**config.mk**
```make
export PLATFORM = sky130hd
export DESIGN_NAME = ram_param_flat
export DESIGN_NICKNAME = d
export VERILOG_FILES = /design/src/rtl/ram_param_if.sv /design/src/rtl/ram_param.sv /design/src/flat_wrapper.sv
export SDC_FILE = /design/constraint.sdc
export NUM_CORES = 1
export LEC_CHECK = 0
export CAP_MARGIN = 20
export CORE_AREA = 5 5 129 131
export CTS_CLUSTER_DIAMETER = 30
export DETAILED_ROUTE_END_ITERATION = 8
export DIE_AREA = 0 0 134 136
export GPL_ROUTABILITY_DRIVEN = 0
export PLACE_DENSITY = 0.64
export SLEW_MARGIN = 40
export SYNTH_ARGS = -nofsm -noshare
export SYNTH_HDL_FRONTEND = slang
export SYNTH_SLANG_ARGS = --single-unit
```
**constraint.sdc**
```tcl
create_clock -name clk -period 3.68 [get_ports clk]
set_input_delay 1.104 -clock clk [delete_from_list [all_inputs] [get_ports clk]]
set_output_delay 1.104 -clock clk [all_outputs]
set_load 0.05 [all_outputs]
```
**src/rtl/ram_param_if.sv**
```systemverilog
// Bus bundle for ram_param: write data, address, load/clear requests, read data and busy.
// The master drives requests; the slave (the RAM) returns out and busy.
interface ram_param_if #(
  parameter int unsigned WIDTH  = 16,
  parameter int unsigned ADDR_W = 3
);
  logic [WIDTH-1:0]  in;
  logic [ADDR_W-1:0] address;
  logic              load;
  logic              clear;
  logic [WIDTH-1:0]  out;
  logic              busy;

  modport master (
    output in,
    output address,
    output load,
    output clear,
    input  out,
    input  busy
  );

  modport slave (
    input  in,
    input  address,
    input  load,
    input  clear,
    output out,
    output busy
  );
endinterface

```
**src/rtl/ram_param.sv**
```systemverilog
// WIDTH x 2^ADDR_W word store with a hardware clear sweep after reset or on request,
// and a selectable combinational (READ_REG=0) or read-first registered (READ_REG=1) read path.
module ram_param #(
  parameter int unsigned WIDTH    = 16,
  parameter int unsigned ADDR_W   = 3,
  parameter int unsigned READ_REG = 0
) (
  input logic        clk,
  input logic        rst_n,
  ram_param_if.slave bus
);

  localparam int unsigned DEPTH = 1 << ADDR_W;

  typedef enum logic [0:0] {StClear, StIdle} state_e;

  state_e            state;
  logic [ADDR_W-1:0] cnt;
  logic [WIDTH-1:0]  mem [DEPTH];

  always_ff @(posedge clk or negedge rst_n) begin
    if (!rst_n) begin
      state <= StClear;
      cnt   <= '0;
    end else begin
      unique case (state)
        StClear: begin
          cnt <= cnt + ADDR_W'(1);
          if (&cnt) state <= StIdle;
        end
        StIdle: begin
          if (bus.clear) begin
            state <= StClear;
            cnt   <= '0;
          end
        end
        default: state <= StClear;
      endcase
    end
  end

  // Storage has no reset; while rst_n is low the sweep only rewrites word 0 with zero,
  // which the restarted sweep zeroes first anyway.
  always_ff @(posedge clk) begin
    if (state == StClear) begin
      mem[cnt] <= '0;
    end else if (bus.load && !bus.clear) begin
      mem[bus.address] <= bus.in;
    end
  end

  assign bus.busy = (state == StClear);

  generate
    if (READ_REG != 0) begin : g_read_reg
      logic [WIDTH-1:0] out_reg;

      // Read-first: samples storage before this edge's write lands.
      always_ff @(posedge clk or negedge rst_n) begin
        if (!rst_n) begin
          out_reg <= '0;
        end else if (state == StClear) begin
          out_reg <= '0;
        end else begin
          out_reg <= mem[bus.address];
        end
      end

      assign bus.out = out_reg;
    end else begin : g_read_comb
      assign bus.out = (state == StIdle) ? mem[bus.address] : '0;
    end
  endgenerate

endmodule

```
**src/flat_wrapper.sv**
```systemverilog
// flat-port wrapper written by rule: the top's interface ports become plain ports
module ram_param_flat 
#(
  parameter int unsigned WIDTH    = 16,
  parameter int unsigned ADDR_W   = 3,
  parameter int unsigned READ_REG = 0
)
  (clk, rst_n, bus_in, bus_address, bus_load, bus_clear, bus_out, bus_busy);
  ram_param_if #(.WIDTH(WIDTH), .ADDR_W(ADDR_W)) bus_i ();
  input logic clk;
  input logic rst_n;
  input wire logic [$bits(bus_i.in)-1:0] bus_in;
  input wire logic [$bits(bus_i.address)-1:0] bus_address;
  input wire logic [$bits(bus_i.load)-1:0] bus_load;
  input wire logic [$bits(bus_i.clear)-1:0] bus_clear;
  output wire logic [$bits(bus_i.out)-1:0] bus_out;
  output wire logic [$bits(bus_i.busy)-1:0] bus_busy;
  assign bus_i.in = bus_in;
  assign bus_i.address = bus_address;
  assign bus_i.load = bus_load;
  assign bus_i.clear = bus_clear;
  assign bus_out = bus_i.out;
  assign bus_busy = bus_i.busy;
  ram_param #(.WIDTH(WIDTH), .ADDR_W(ADDR_W), .READ_REG(READ_REG)) u_core (.clk(clk), .rst_n(rst_n), .bus(bus_i));
endmodule
```
## Word level (Yosys, flattened, before mapping)

Memories as Yosys holds them, arrays and structs flattened.
Index checks and enable logic that the tools add are counted.

- Bitwise operators: 1
- Reductions and logical operators: 4
- Equal/unequal tests: 1
- Add/sub/neg operators: 1
- Mux-type cells: 13

Operator list:

| operator | count |
|---|---|
| two-way mux 16 bit | 2 |
| OR reduction 16 bit | 1 |
| two-way mux 1 bit | 7 |
| two-way mux 3 bit | 2 |
| one-hot mux 3 bit (2 select lines) | 1 |
| adder 3 x 1 -> 3 bit, second input constant | 1 |
| AND reduction 3 bit | 1 |
| != test 2 bit, second input constant | 1 |
| one-hot mux 1 bit (2 select lines) | 1 |
| logical AND 1 bit | 1 |
| logical NOT 1 bit | 1 |
| inverter 1 bit | 1 |

- Memories: 1
- Bits in writable memories: 128
- Logic and storage cells: 23
- Register bits after elaboration: 4

Memories:

| name | words | width | rd ports | clocked after memory_dff | wr ports | RTL line | text |
|---|---|---|---|---|---|---|---|
| u_core.mem | 8 | 16 | 1 | 0 | 1 | ram_param.sv:19 | `logic [WIDTH-1:0] mem [DEPTH];` |

## Logic depth before layout (Yosys ltp)

Gate-level depths: netlist of run 1.

- Word-level depth: 7
- Gate-level depth with buffers: 5
- Gate-level depth less buffers: 3

## Worst setup path after synthesis of run 1

Ideal clock, no wire load.

- Path type: input to output
- Start point: input bus_address[1]
- End point: output bus_out[0]
- Path slack: 0.043 ns
- Cell stages on the path: 5
- Path buffers: 2
- Arrival time: 2.533 ns
- Cells stage by stage: buf_6 > buf_12 > mux4_2 > nand2_1 > a21oi_1

- Word-level cells in the longest chain between the ends: 2

Ends and longest elaborated chain:

| element | RTL line | text |
|---|---|---|
| start, declared | flat_wrapper.sv:13 | `input wire logic [$bits(bus_i.address)-1:0] bus_address;` |
| memory read (8 x 16 bit) | -- |  |
| two-way mux 16 bit | ram_param.sv:71 | `assign bus.out = (state == StIdle) ? mem[bus.address] : '0;` |
| end, declared | flat_wrapper.sv:16 | `output wire logic [$bits(bus_i.out)-1:0] bus_out;` |

No other way between the ends.

## Worst setup path in the final report of run 1

- Start point: input bus_address[2]
- End point: output bus_out[14]

Same word-level chain as after synthesis.

==> results.py, run 1 <==
metrics = {
    "status": {
        "outcome": "finished, final reports clean",
    },
    "clock_tree": {
        "h-tree-depth": 4,
        "cts_setup_buffers": 0,
        "cts-root-buf": "clkbuf_16",
        "clkSinkCount": 132,
        "cts_tree": "built",
        "ctsHoldBuffers": 0,
        "clk_pin_slew_worst_paths_ps": 50,
        "clk_latency_ps": 410,
        "numCtsBuffers": 17,
        "clockBufferDepth": 2,
    },
    "die": {
        "boundaryPins": 40,
        "core_mm2": 0.0155,
        "fp.dieW_um": 134,
        "placementRows": 46,
        "initial_core_util_pct": 34.1,
        "fp.dieH_um": 136,
        "die-area_mm2": 0.0182,
    },
    "setup_path": {
        "max_stage_delay_ps": 340,
        "slowest_stage": "bufbuf_16",
        "path_delay_family": "buffers and inverters",
        "worstPathMaxFanout": 11,
        "cp_cell_sequence": "dlygate4sd2_1, bufbuf_16, mux4_2, nand2_1, a21oi_1, buf_12",
        "crit_required_ps": 2580,
        "crit_path_end_kind": "output pin",
        "path_buf_inv": 3,
        "worstSetupStartpointType": "primary input",
        "worstSetupPathType": "in2out",
        "arrival_ps": 2450,
    },
    "logic_synthesis": {
        "synthXorXnorAreaFrac_pct": 0,
        "synthSimpleGateAreaFrac_pct": 5.24,
        "synth_mux_area_share_pct": 14.6,
        "synth_top_family_by_area": "multiplexers",
        "ys_seq_elements": 132,
        "synth.net_count": 294,
        "synth_compound_area_share_pct": 2.47,
        "syn_area_mm2": 0.00528,
        "avgSynthCellArea_um2": 19.6,
        "synth_adder_area_share_pct": 0.474,
        "yosysWarnings": 0,
        "synthesis.instances": 269,
        "yosysSeqAreaShare_pct": 74.7,
        "ys_types": 22,
    },
    "cells_and_area": {
        "fin_nets": 364,
        "area_growth_pct": 31.1,
        "fillers": 1299,
        "finalNonFillerCells": 543,
        "layout_commonest_cell": "edfxtp_1",
        "multi_input_area_mm2": 0.00128,
        "n_antenna_cell": 0,
        "layout-drive-gt1-share_pct": 35.0,
        "final_cell_mix": "edfxtp_1, mux4_2, nand2_1, buf_4",
        "seq_area_mm2": 0.00394,
    },
    "timing": {
        "slew_headroom_pct": 61.9,
        "setup_tns_ps": 0,
        "finalHoldViolCount": 0,
        "skew_ps": 7.73,
        "fin_crit_ps": 3560,
        "slew_viol_final": 0,
        "setup_slack_ps": 121,
        "fmax_mhz": 281,
        "rsz0062_at_grt": "false",
        "post-route-period-util_pct": 96.7,
        "setup_viol": 0,
        "tightest_slew_ps": 555,
    },
    "placed_design": {
        "dp.cells": 511,
        "hpwl_mm": 6.94,
        "pre_cts_slack_ps": -101,
        "port_buffers": 39,
    },
    "global_routing": {
        "grt_start_max_net_pins": 24,
        "grt_pass1_vias": 3002,
        "antenna_found_initial": 0,
        "grt_overflow_total": 0,
        "grt_pass1_wl_mm": 17.7,
        "grt_util_all_layers_pct": 13.4,
    },
    "pwr": {
        "p_leak_nw": 2.39,
        "powerDensity_mw_per_mm2": 790,
        "power.total_mw": 5.46,
        "peakVddDrop_v": 0.000354,
    },
    "routing": {
        "first_pass_iters": 5,
        "drt-total-wl_mm": 11.1,
        "drtIter0Drc": 219,
        "ant_nets": 0,
        "num_vias": 2726,
        "viasPerCell": 5.02,
        "wl_per_cell_um": 20.4,
        "drc": 0,
    },
    "run": {
        "maxCapViolCount": 0,
    },
    "hold_path": {
        "hold_class": "reg2reg",
    },
}
==> worst paths after layout <==
| check | startpoint | endpoint | slack, ps | cells after the start |
|---|---|---|---|---|
| max | bus_address[2] | bus_out[14] | 120 | 6 |
| min | u_core.cnt[0] | u_core.cnt[0] | 560 | 1 |
| max reg2reg | u_core.state | u_core.mem[0][12] | 1660 | 4 |
| min reg2reg | u_core.cnt[0] | u_core.cnt[0] | 560 | 1 |
| max in group asynchronous | rst_n | u_core.cnt[0] | 2620 | 1 |
| min in group asynchronous | rst_n | u_core.cnt[2] | 890 | 1 |
==> layer usage <==
metal / up-vias / routed length (um) / GRT usage, %
li1: 1211 / - / -
met1: 1413 / 4600 / 17.0
met2: 87 / 5560 / 21.7
met3: 15 / 723 / 3.89
met4: 0 / 208 / 5.71
met5: - / 0 / 0
==> cells in the mapped netlist <==
library cell	n	area [um2]
ha_1	2	25.0
mux4_2	32	721
mux2_4	2	30.0
buf_6	2	22.5
nand2_1	32	120
a22oi_2	1	12.5
dfrtp_1	4	100
a21oi_1	17	85.1
and3b_1	1	8.76
a21o_1	2	15.0
edfxtp_1	128	3840
and2_1	16	100
mux2i_1	2	20.0
clkbuf_1	3	11.3
nor2_1	2	7.51
inv_2	1	3.75
buf_12	2	40.0
nor3_1	8	40.0
inv_1	1	3.75
buf_4	2	15.0
buf_2	7	35.0
a22o_1	2	17.5
==> area by class of cell <==
type	instances	area share, %
flip-flops and latches	132	57.0
inverters	2	0.109
repair buffers	67	12.0
multi-input cells	119	18.4
clock inverters	13	2.73
well taps	192	3.47
clock buffers	18	6.20
==> what timing repair did <==
item / in CTS / in global routing
cloned: 1 / 0
gates resized for setup: 3 / 8
endpoints found under the setup margin: 15 / 8
==> sequential cells by signal (all words and copies together) (netlist names) <==
signal	cells
u_core.state	1
u_core.cnt	3
u_core.mem	128
==> logic make-up after synthesis <==
| family | count (synthesis) |
|---|---|
| flops | 132 |
| mux | 36 |
| simple gates | 59 |
| buf+inv | 18 |
| compound gates | 22 |
| fa+ha+maj | 2 |
==> report_power, final <==
part / leakage (nW) / internal, mW / total, mW / switching (mW)
Combinational: 0.840 / 0.584 / 1.43 / 0.845
Sequential: 1.26 / 2.16 / 2.27 / 0.109
Clock: 0.293 / 1.18 / 1.76 / 0.582
Total: 2.39 / 3.93 / 5.46 / 1.54
==> per-stage QoR <==
stage / util [%] / cell area (um2) / hold slack, ps
floorplan: - / 5280 / 512
global placement: 40.3 / 6230 / 545
detailed placement: 40.3 / 6230 / 550
CTS: 44.5 / 6890 / 563
global route: 44.7 / 6920 / 595
finish: 44.7 / 6920 / 559
(Power assumes the default switching activity.)
==> run 2, diff against run 1 <==
--- a/config.mk
+++ b/config.mk
@@ -8,6 +8,7 @@
 export CAP_MARGIN = 20
 export CORE_AREA = 5 5 129 131
 export CTS_CLUSTER_DIAMETER = 30
+export CTS_CLUSTER_SIZE = 8
 export DETAILED_ROUTE_END_ITERATION = 8
 export DIE_AREA = 0 0 134 136
 export GPL_ROUTABILITY_DRIVEN = 0
==> results of run 2 <==
Same layout as run 1: the final DEF is identical, and so are final timing and power.
